[config.mk]
export PLATFORM = sky130hd
export DESIGN_NAME = instruction_fetch_flat
export DESIGN_NICKNAME = d
export VERILOG_FILES = /design/src/rtl/instruction_fetch_pkg.sv /design/src/rtl/instruction_fetch_if.sv /design/src/rtl/fetch_skid_buffer.sv /design/src/rtl/instruction_fetch.sv /design/src/flat_wrapper.sv
export SDC_FILE = /design/constraint.sdc
export NUM_CORES = 1
export LEC_CHECK = 0
export CORE_ASPECT_RATIO = 1.4
export CORE_UTILIZATION = 30
export CTS_CLUSTER_DIAMETER = 60
export CTS_CLUSTER_SIZE = 20
export DETAILED_ROUTE_END_ITERATION = 8
export PLACE_DENSITY = 0.54
export SKIP_CTS_REPAIR_TIMING = 1
export SYNTH_ARGS = -nofsm -noshare
export SYNTH_HDL_FRONTEND = slang
export SYNTH_SLANG_ARGS = --single-unit
export TNS_END_PERCENT = 5
[constraint.sdc]
create_clock -name clock -period 2.3 [get_ports clock]
set_input_delay 0.46 -clock clock [delete_from_list [all_inputs] [get_ports clock]]
set_output_delay 0.46 -clock clock [all_outputs]
set_load 0.02 [all_outputs]
[src/rtl/instruction_fetch_pkg.sv]
// rtl/instruction_fetch_pkg.sv - shared fetch FSM state type and default widths
package instruction_fetch_pkg;

  localparam int DEF_SIZE    = 16;
  localparam int DEF_INSTR_W = 16;
  localparam int DEF_PC_INC  = 2;

  // IDLE: out of reset; FETCH: request live; PEND: holding a blocked word;
  // DISCARD: request live but its data belongs to a squashed path
  typedef enum logic [1:0] {
    IDLE    = 2'd0,
    FETCH   = 2'd1,
    PEND    = 2'd2,
    DISCARD = 2'd3
  } fetch_state_t;

endpackage

[src/rtl/instruction_fetch_if.sv]
// rtl/instruction_fetch_if.sv - instruction memory request/ack bus
interface instruction_fetch_if
  import instruction_fetch_pkg::*;
#(
  parameter int SIZE    = DEF_SIZE,
  parameter int INSTR_W = DEF_INSTR_W
);

  logic               memReq;
  logic [SIZE-1:0]    memAddr;
  logic               memAck;
  logic [INSTR_W-1:0] memData;

  modport master (output memReq, output memAddr, input memAck, input memData);
  modport slave  (input memReq, input memAddr, output memAck, output memData);

endinterface

[src/rtl/fetch_skid_buffer.sv]
// rtl/fetch_skid_buffer.sv - one-entry pending buffer for a word decode cannot take yet
module fetch_skid_buffer
  import instruction_fetch_pkg::*;
#(
  parameter int SIZE    = DEF_SIZE,
  parameter int INSTR_W = DEF_INSTR_W
) (
  input  logic               clock,
  input  logic               reset,
  input  logic               load,
  input  logic               clear,
  input  logic [INSTR_W-1:0] load_data,
  input  logic [SIZE-1:0]    load_addr,
  output logic [INSTR_W-1:0] data,
  output logic [SIZE-1:0]    addr,
  output logic               valid
);

  // Clear wins over load so a redirect always empties the buffer
  always_ff @(posedge clock or negedge reset) begin
    if (!reset) begin
      data  <= '0;
      addr  <= '0;
      valid <= 1'b0;
    end else if (clear) begin
      valid <= 1'b0;
    end else if (load) begin
      data  <= load_data;
      addr  <= load_addr;
      valid <= 1'b1;
    end
  end

endmodule

[src/rtl/instruction_fetch.sv]
// rtl/instruction_fetch.sv - fetch FSM, PC sequencing and IF/ID register
module instruction_fetch
  import instruction_fetch_pkg::*;
#(
  parameter int SIZE    = DEF_SIZE,
  parameter int INSTR_W = DEF_INSTR_W,
  parameter int PC_INC  = DEF_PC_INC
) (
  input  logic                      clock,
  input  logic                      reset,
  input  logic [SIZE-1:0]           pcAddress,
  output logic                      pcWrite,
  output logic [SIZE-1:0]           nextAddress,
  input  logic                      branchTaken,
  input  logic [SIZE-1:0]           branchTarget,
  input  logic                      stall,
  instruction_fetch_if.master       mem,
  output logic [INSTR_W-1:0]        instrOut,
  output logic [SIZE-1:0]           pcOut,
  output logic                      instrValid
);

  fetch_state_t       state, state_nxt;
  logic [SIZE-1:0]    mem_addr_q, mem_addr_d;
  logic [SIZE-1:0]    seq_addr;
  logic [SIZE-1:0]    next_addr_c;
  logic               pc_write_c;
  logic               consumed;
  logic               ifid_load_mem, ifid_load_pend, ifid_clear;
  logic               pend_load, pend_clear, pend_valid;
  logic [INSTR_W-1:0] pend_data;
  logic [SIZE-1:0]    pend_addr;

  // Sum truncates to SIZE bits, so the top of memory wraps to zero
  assign seq_addr = pcAddress + SIZE'(PC_INC);
  assign consumed = instrValid && !stall;

  // Gated by reset so both strobes drop the moment reset asserts
  assign mem.memReq  = reset && ((state == FETCH) || (state == DISCARD));
  assign mem.memAddr = mem_addr_q;
  assign pcWrite     = reset && pc_write_c;
  assign nextAddress = next_addr_c;

  fetch_skid_buffer #(.SIZE(SIZE), .INSTR_W(INSTR_W)) u_skid (
    .clock     (clock),
    .reset     (reset),
    .load      (pend_load),
    .clear     (pend_clear),
    .load_data (mem.memData),
    .load_addr (mem_addr_q),
    .data      (pend_data),
    .addr      (pend_addr),
    .valid     (pend_valid)
  );

  // State register
  always_ff @(posedge clock or negedge reset) begin
    if (!reset) state <= IDLE;
    else        state <= state_nxt;
  end

  // Next state, PC load and datapath strobes; a redirect overrides everything
  always_comb begin
    state_nxt      = state;
    mem_addr_d     = mem_addr_q;
    pc_write_c     = 1'b0;
    next_addr_c    = seq_addr;
    ifid_load_mem  = 1'b0;
    ifid_load_pend = 1'b0;
    ifid_clear     = 1'b0;
    pend_load      = 1'b0;
    pend_clear     = 1'b0;
    if (branchTaken) begin
      pc_write_c  = 1'b1;
      next_addr_c = branchTarget;
      ifid_clear  = 1'b1;
      pend_clear  = 1'b1;
      if (((state == FETCH) || (state == DISCARD)) && !mem.memAck) begin
        // The live request must still complete at its original address
        state_nxt = DISCARD;
      end else begin
        mem_addr_d = branchTarget;
        state_nxt  = FETCH;
      end
    end else begin
      case (state)
        IDLE: begin
          mem_addr_d = pcAddress;
          state_nxt  = FETCH;
        end
        FETCH: begin
          if (mem.memAck) begin
            pc_write_c = 1'b1;
            mem_addr_d = seq_addr;
            if (instrValid && stall) begin
              pend_load = 1'b1;
              state_nxt = PEND;
            end else begin
              ifid_load_mem = 1'b1;
            end
          end else if (consumed) begin
            ifid_clear = 1'b1;
          end
        end
        PEND: begin
          if (!stall) begin
            ifid_load_pend = pend_valid;
            pend_clear     = 1'b1;
            state_nxt      = FETCH;
          end
        end
        DISCARD: begin
          if (mem.memAck) begin
            mem_addr_d = pcAddress;
            state_nxt  = FETCH;
          end
        end
        default: state_nxt = IDLE;
      endcase
    end
  end

  // Request address and IF/ID register toward decode
  always_ff @(posedge clock or negedge reset) begin
    if (!reset) begin
      mem_addr_q <= '0;
      instrOut   <= '0;
      pcOut      <= '0;
      instrValid <= 1'b0;
    end else begin
      mem_addr_q <= mem_addr_d;
      if (ifid_clear) begin
        instrValid <= 1'b0;
      end else if (ifid_load_mem) begin
        instrOut   <= mem.memData;
        pcOut      <= mem_addr_q;
        instrValid <= 1'b1;
      end else if (ifid_load_pend) begin
        instrOut   <= pend_data;
        pcOut      <= pend_addr;
        instrValid <= 1'b1;
      end
    end
  end

endmodule

[src/flat_wrapper.sv]
// flat-port wrapper written by rule: the top's interface ports become plain ports
module instruction_fetch_flat import instruction_fetch_pkg::*;
#(
  parameter int SIZE    = DEF_SIZE,
  parameter int INSTR_W = DEF_INSTR_W,
  parameter int PC_INC  = DEF_PC_INC
)
  (clock, reset, pcAddress, pcWrite, nextAddress, branchTaken, branchTarget, stall, instrOut, pcOut, instrValid, mem_memReq, mem_memAddr, mem_memAck, mem_memData);
  instruction_fetch_if #(.SIZE(SIZE), .INSTR_W(INSTR_W)) mem_i ();
  input  logic clock;
  input  logic reset;
  input  logic [SIZE-1:0] pcAddress;
  output logic pcWrite;
  output logic [SIZE-1:0] nextAddress;
  input  logic branchTaken;
  input  logic [SIZE-1:0] branchTarget;
  input  logic stall;
  output logic [INSTR_W-1:0] instrOut;
  output logic [SIZE-1:0] pcOut;
  output logic instrValid;
  output wire logic [$bits(mem_i.memReq)-1:0] mem_memReq;
  output wire logic [$bits(mem_i.memAddr)-1:0] mem_memAddr;
  input wire logic [$bits(mem_i.memAck)-1:0] mem_memAck;
  input wire logic [$bits(mem_i.memData)-1:0] mem_memData;
  assign mem_memReq = mem_i.memReq;
  assign mem_memAddr = mem_i.memAddr;
  assign mem_i.memAck = mem_memAck;
  assign mem_i.memData = mem_memData;
  instruction_fetch #(.SIZE(SIZE), .INSTR_W(INSTR_W), .PC_INC(PC_INC)) u_core (.clock(clock), .reset(reset), .pcAddress(pcAddress), .pcWrite(pcWrite), .nextAddress(nextAddress), .branchTaken(branchTaken), .branchTarget(branchTarget), .stall(stall), .mem(mem_i), .instrOut(instrOut), .pcOut(pcOut), .instrValid(instrValid));
endmodule
==> results of run 1 <==
-- per-layer routing --
metal	up-vias	part of all wire (%)
met4	0	2.3
li1	1790	-
met1	1711	40
met2	83	54
met3	16	3.5
met5	-	0
-- registers in the layout, indices dropped and copies added, names as in the netlist --
signal               count
u_core.mem.memAddr      16
u_core.pcOut            16
u_core.u_skid.data      16
u_core.u_skid.addr      16
u_core.instrValid        1
u_core.u_skid.valid      1
u_core.state             2
u_core.instrOut         16
-- cells by family after synthesis --
logic type	Yosys count	share of synthesized area, %
DFF	84	49.53
AOI/OAI and AO/OA	78	10.35
xor gates and xnor gates	25	5.159
and+or+nand+nor	121	13.24
buffers and inverters	32	4.068
adders and majority gates	1	0.2948
muxes	69	17.36
-- path summary, 6_finish.rpt --
check	depth (start not counted)	to	start	slack, ns
min in group clock	1	u_core.u_skid.data[1]	u_core.u_skid.data[1]	0.50
min	2	u_core.u_skid.data[11]	reset	0.28
min reg2reg	1	u_core.u_skid.data[1]	u_core.u_skid.data[1]	0.50
max	4	pcWrite	branchTaken	-0.14
max reg2reg	6	u_core.u_skid.data[9]	u_core.state[1]	0.46
max in group asynchronous	3	u_core.state[1]	reset	1.17
-- final cells by class --
cell class / instances / share of cell area, %
well taps: 185 / 3.551
clock inverters: 4 / 0.7294
clock buffers: 12 / 3.935
multi-input cells: 294 / 31.23
inverters: 3 / 0.1727
flip-flops and latches: 84 / 32.25
repair buffers: 196 / 28.14
-- where the power goes --
group | internal [mW] | switching, mW
clock | 0.897 | 0.559
sequential | 1.83 | 0.199
combinational | 0.833 | 0.752
total | 3.56 | 1.51
-- critical path: stages --
cell and delay [ns]:
sky130_fd_sc_hd__clkdlybuf4s50_1 0.51, sky130_fd_sc_hd__buf_4 0.23, sky130_fd_sc_hd__o21a_1 0.18, sky130_fd_sc_hd__clkdlybuf4s50_1 0.60
-- layout by cell type (no fill, tap or decap), drive strengths merged, types with 2 or more instances in the layout --
cell | Yosys | routed
clkdlybuf4s50 | 0 | 90
dfrtp | 84 | 84
buf | 19 | 82
nor2 | 54 | 54
a21oi | 45 | 45
mux2 | 37 | 37
mux2i | 32 | 32
nand2 | 28 | 28
clkbuf | 10 | 20
xnor2 | 19 | 19
dlymetal6s2s | 0 | 15
o21ai | 14 | 14
nand3 | 9 | 9
nor3 | 8 | 8
xor2 | 6 | 6
o22ai | 4 | 4
a31oi | 4 | 4
inv | 3 | 3
nand2b | 3 | 3
o31ai | 3 | 3
or3 | 3 | 3
nand4 | 2 | 2
and2 | 2 | 2
nor2b | 2 | 2
a221oi | 2 | 2
clkinv | 0 | 2
and3 | 2 | 2
and4 | 2 | 2
nor4 | 2 | 2
==> flow_results.org, run 1 <==
** Clock tree
- Clock sink count :: 84
- Clock root buffer :: sky130_fd_sc_hd__clkbuf_16
- Buffers inserted during clock tree synthesis total 9.
- Deepest clock path buffer count :: 2
- H-Tree Depth :: 3
- For the worst-skew pair, the clock arrives at the later sink with an insertion delay of approximately 0.33 ns.
- TritonCTS built the clock tree.
- Clock-pin slew was measured on the worst setup and hold paths at 0.06 ns.

** Placement
- Routability-driven placement finished with a final weighted congestion of 0.8163.
- Input and output buffers added on the ports amount to between 100 and 150.
- Post-DP HPWL :: slightly below 9000 µm
- Timing analysis after detailed placement gives a worst setup slack of -0.9472 ns.
- After detailed placement, the total cell area comes to 6151 µm².
- Counting tap cells, the placed design contains a total of ~760 instances.

** STA
- Max-slew violation total from the final report :: 0
- After layout, the worst setup slack is -0.1445 ns.
- Worst slack on hold paths :: between 0.2 and 0.3 ns
- Setup repair after global routing could not meet its margin everywhere.
- For the pin with the worst max-slew slack, the measured transition is between 0.5 and 0.6 ns.
- Slew margin rel. :: a little under two thirds
- Summed over all failing endpoints, the final setup total negative slack is -0.1773 ns.
- Across the routed clock network, the largest skew measured is 0.005315 ns.
- Setup violations remaining at the end of the flow were counted as 3.
- For the finished layout, the period the worst path requires is approximately 2.4 ns.
- In the finished design, the share of the clock period the worst path needs comes to 106.3%.
- Derived from the worst setup path, the maximum achievable clock frequency is 409.1 MHz.
- The number of endpoints with negative hold slack in the final report came to 0.

** Layout
- After routing the design area is around 6500 µm².
- Synthesis-to-finish area growth :: 53.60%
- The multi-input combinational cells in the finished layout cover a total of ~2000 µm².
- The repair_antennas step left the layout with diodes totalling 0.
- Final core area utilization :: roughly 47%
- Share of post-route cells with drive strength above 1 :: 26.64%
- Net count reported at finish :: about 640
- Fill cells in the final layout number about 1400.
- Post-layout instance count excluding filler cells :: about 780
- Storage element area :: around 2100 µm²

** Job
- The tool flagged a number of max-cap violations equal to 0.

** Drt
- In the routed design, unresolved DRC markers number 0.
- Total wirelength of the detailed-routed design :: approximately 12000 µm
- Post-DRT Antenna Nets :: 0
- The detailed router finished its first iteration with between 100 and 150 violations.
- Via total after detailed routing :: 3600
- In the final routed layout, each cell accounts on average for 14.90 µm.
- Number of optimization iterations in the first detailed-route pass :: 6
- Via-to-Cell Ratio :: between 4 and 5

** Status
- Status :: complete, but fails checks
- The checks that failed: negative setup slack.

** Global route
- The first global-routing pass estimated roughly 19000 µm of wire.
- Entering global routing, the biggest net connects between 60 and 70 pins.
- Total track usage :: 16.57%
- After global routing the overflow that remains totals 0.
- The number of global-route vias before repair came to between 3000 and 4000.
- Met1 layer usage reported by global route :: 19.11%
- The layer flagged by global routing as most heavily used is met2.
- Met2 usage in global routing :: between 20% and 30%
- Antenna violations before repair :: 0
- Global routing consumed, on the met3 layer, roughly 2.9% of the routing resources.

** Die
- The die is about 100 µm wide.
- DIE HEIGHT :: around 140 µm
- Row Count :: slightly above 50
- Floorplan core area :: 13850 µm²
- The initial utilization of the core area, before any placement, comes to approximately 31%.
- Die footprint :: 14630 µm²
- I/O Pins :: 120

** Logic synthesis
- By area the synthesized netlist is led by sky130_fd_sc_hd__dfrtp_1, sky130_fd_sc_hd__mux2_2, sky130_fd_sc_hd__mux2i_1.
- Yosys mapped the design onto between 40 and 50 distinct sky130hd cell types.
- Among all cell types in the netlist, the one instantiated most often is sky130_fd_sc_hd__dfrtp_1.
- In the synthesized netlist the dominant register cell turns out to be sky130_fd_sc_hd__dfrtp_1.
- In the synthesized netlist, the number of instances is between 400 and 500.
- Post-synth net total :: 464
- Yosys printed 0 warnings.
- The average instance in the mapped netlist occupies 10.35 µm².
- Counting instances in the post-synthesis netlist gives the leading cell types as sky130_fd_sc_hd__dfrtp_1, sky130_fd_sc_hd__nor2_1, sky130_fd_sc_hd__a21oi_1.
- Synthesized flop and latch total :: 84
- The mapped netlist covers 4244 µm².
- Fraction of registers with async set or reset after synthesis :: between 90% and 100%
- Number of enable flip-flop cells after synthesis :: 0
- Top-area cell type share of the netlist area :: between 40% and 50%
- Sequential-to-total area share from yosys stat :: about half
- The synthesized design spends more area on one cell type than any other, namely sky130_fd_sc_hd__dfrtp_1.

** Power and ir drop
- In this run the static leakage power is about 3.0 nW.
- Largest voltage drop on the vdd net :: roughly 0.00036 V
- Pwr Total :: 5.070 mW
- For this design the ratio of total power to cell area is 777.8 nW/µm².

** Setup path
- Start-to-end type of the worst setup path :: in -> out
- Critical Path Sink Type :: output pin
- Data required, critical path :: 1.84 ns
- Arrival time worst endpoint :: about 2.0 ns
- Critical Path Fanout Max :: 13
- Setup crit start kind :: input pin

** Worst hold path
- The path class of the tightest hold or removal check is in -> async.
Power figures use the tool's default switching activity.
==> run 2: changes to the inputs <==
--- a/config.mk
+++ b/config.mk
@@ -12,6 +12,7 @@
 export DETAILED_ROUTE_END_ITERATION = 8
 export PLACE_DENSITY = 0.54
 export SKIP_CTS_REPAIR_TIMING = 1
+export SLEW_MARGIN = 20
 export SYNTH_ARGS = -nofsm -noshare
 export SYNTH_HDL_FRONTEND = slang
 export SYNTH_SLANG_ARGS = --single-unit
==> results of run 2 <==
The final DEF is identical to that of run 1; final timing and power are the same.
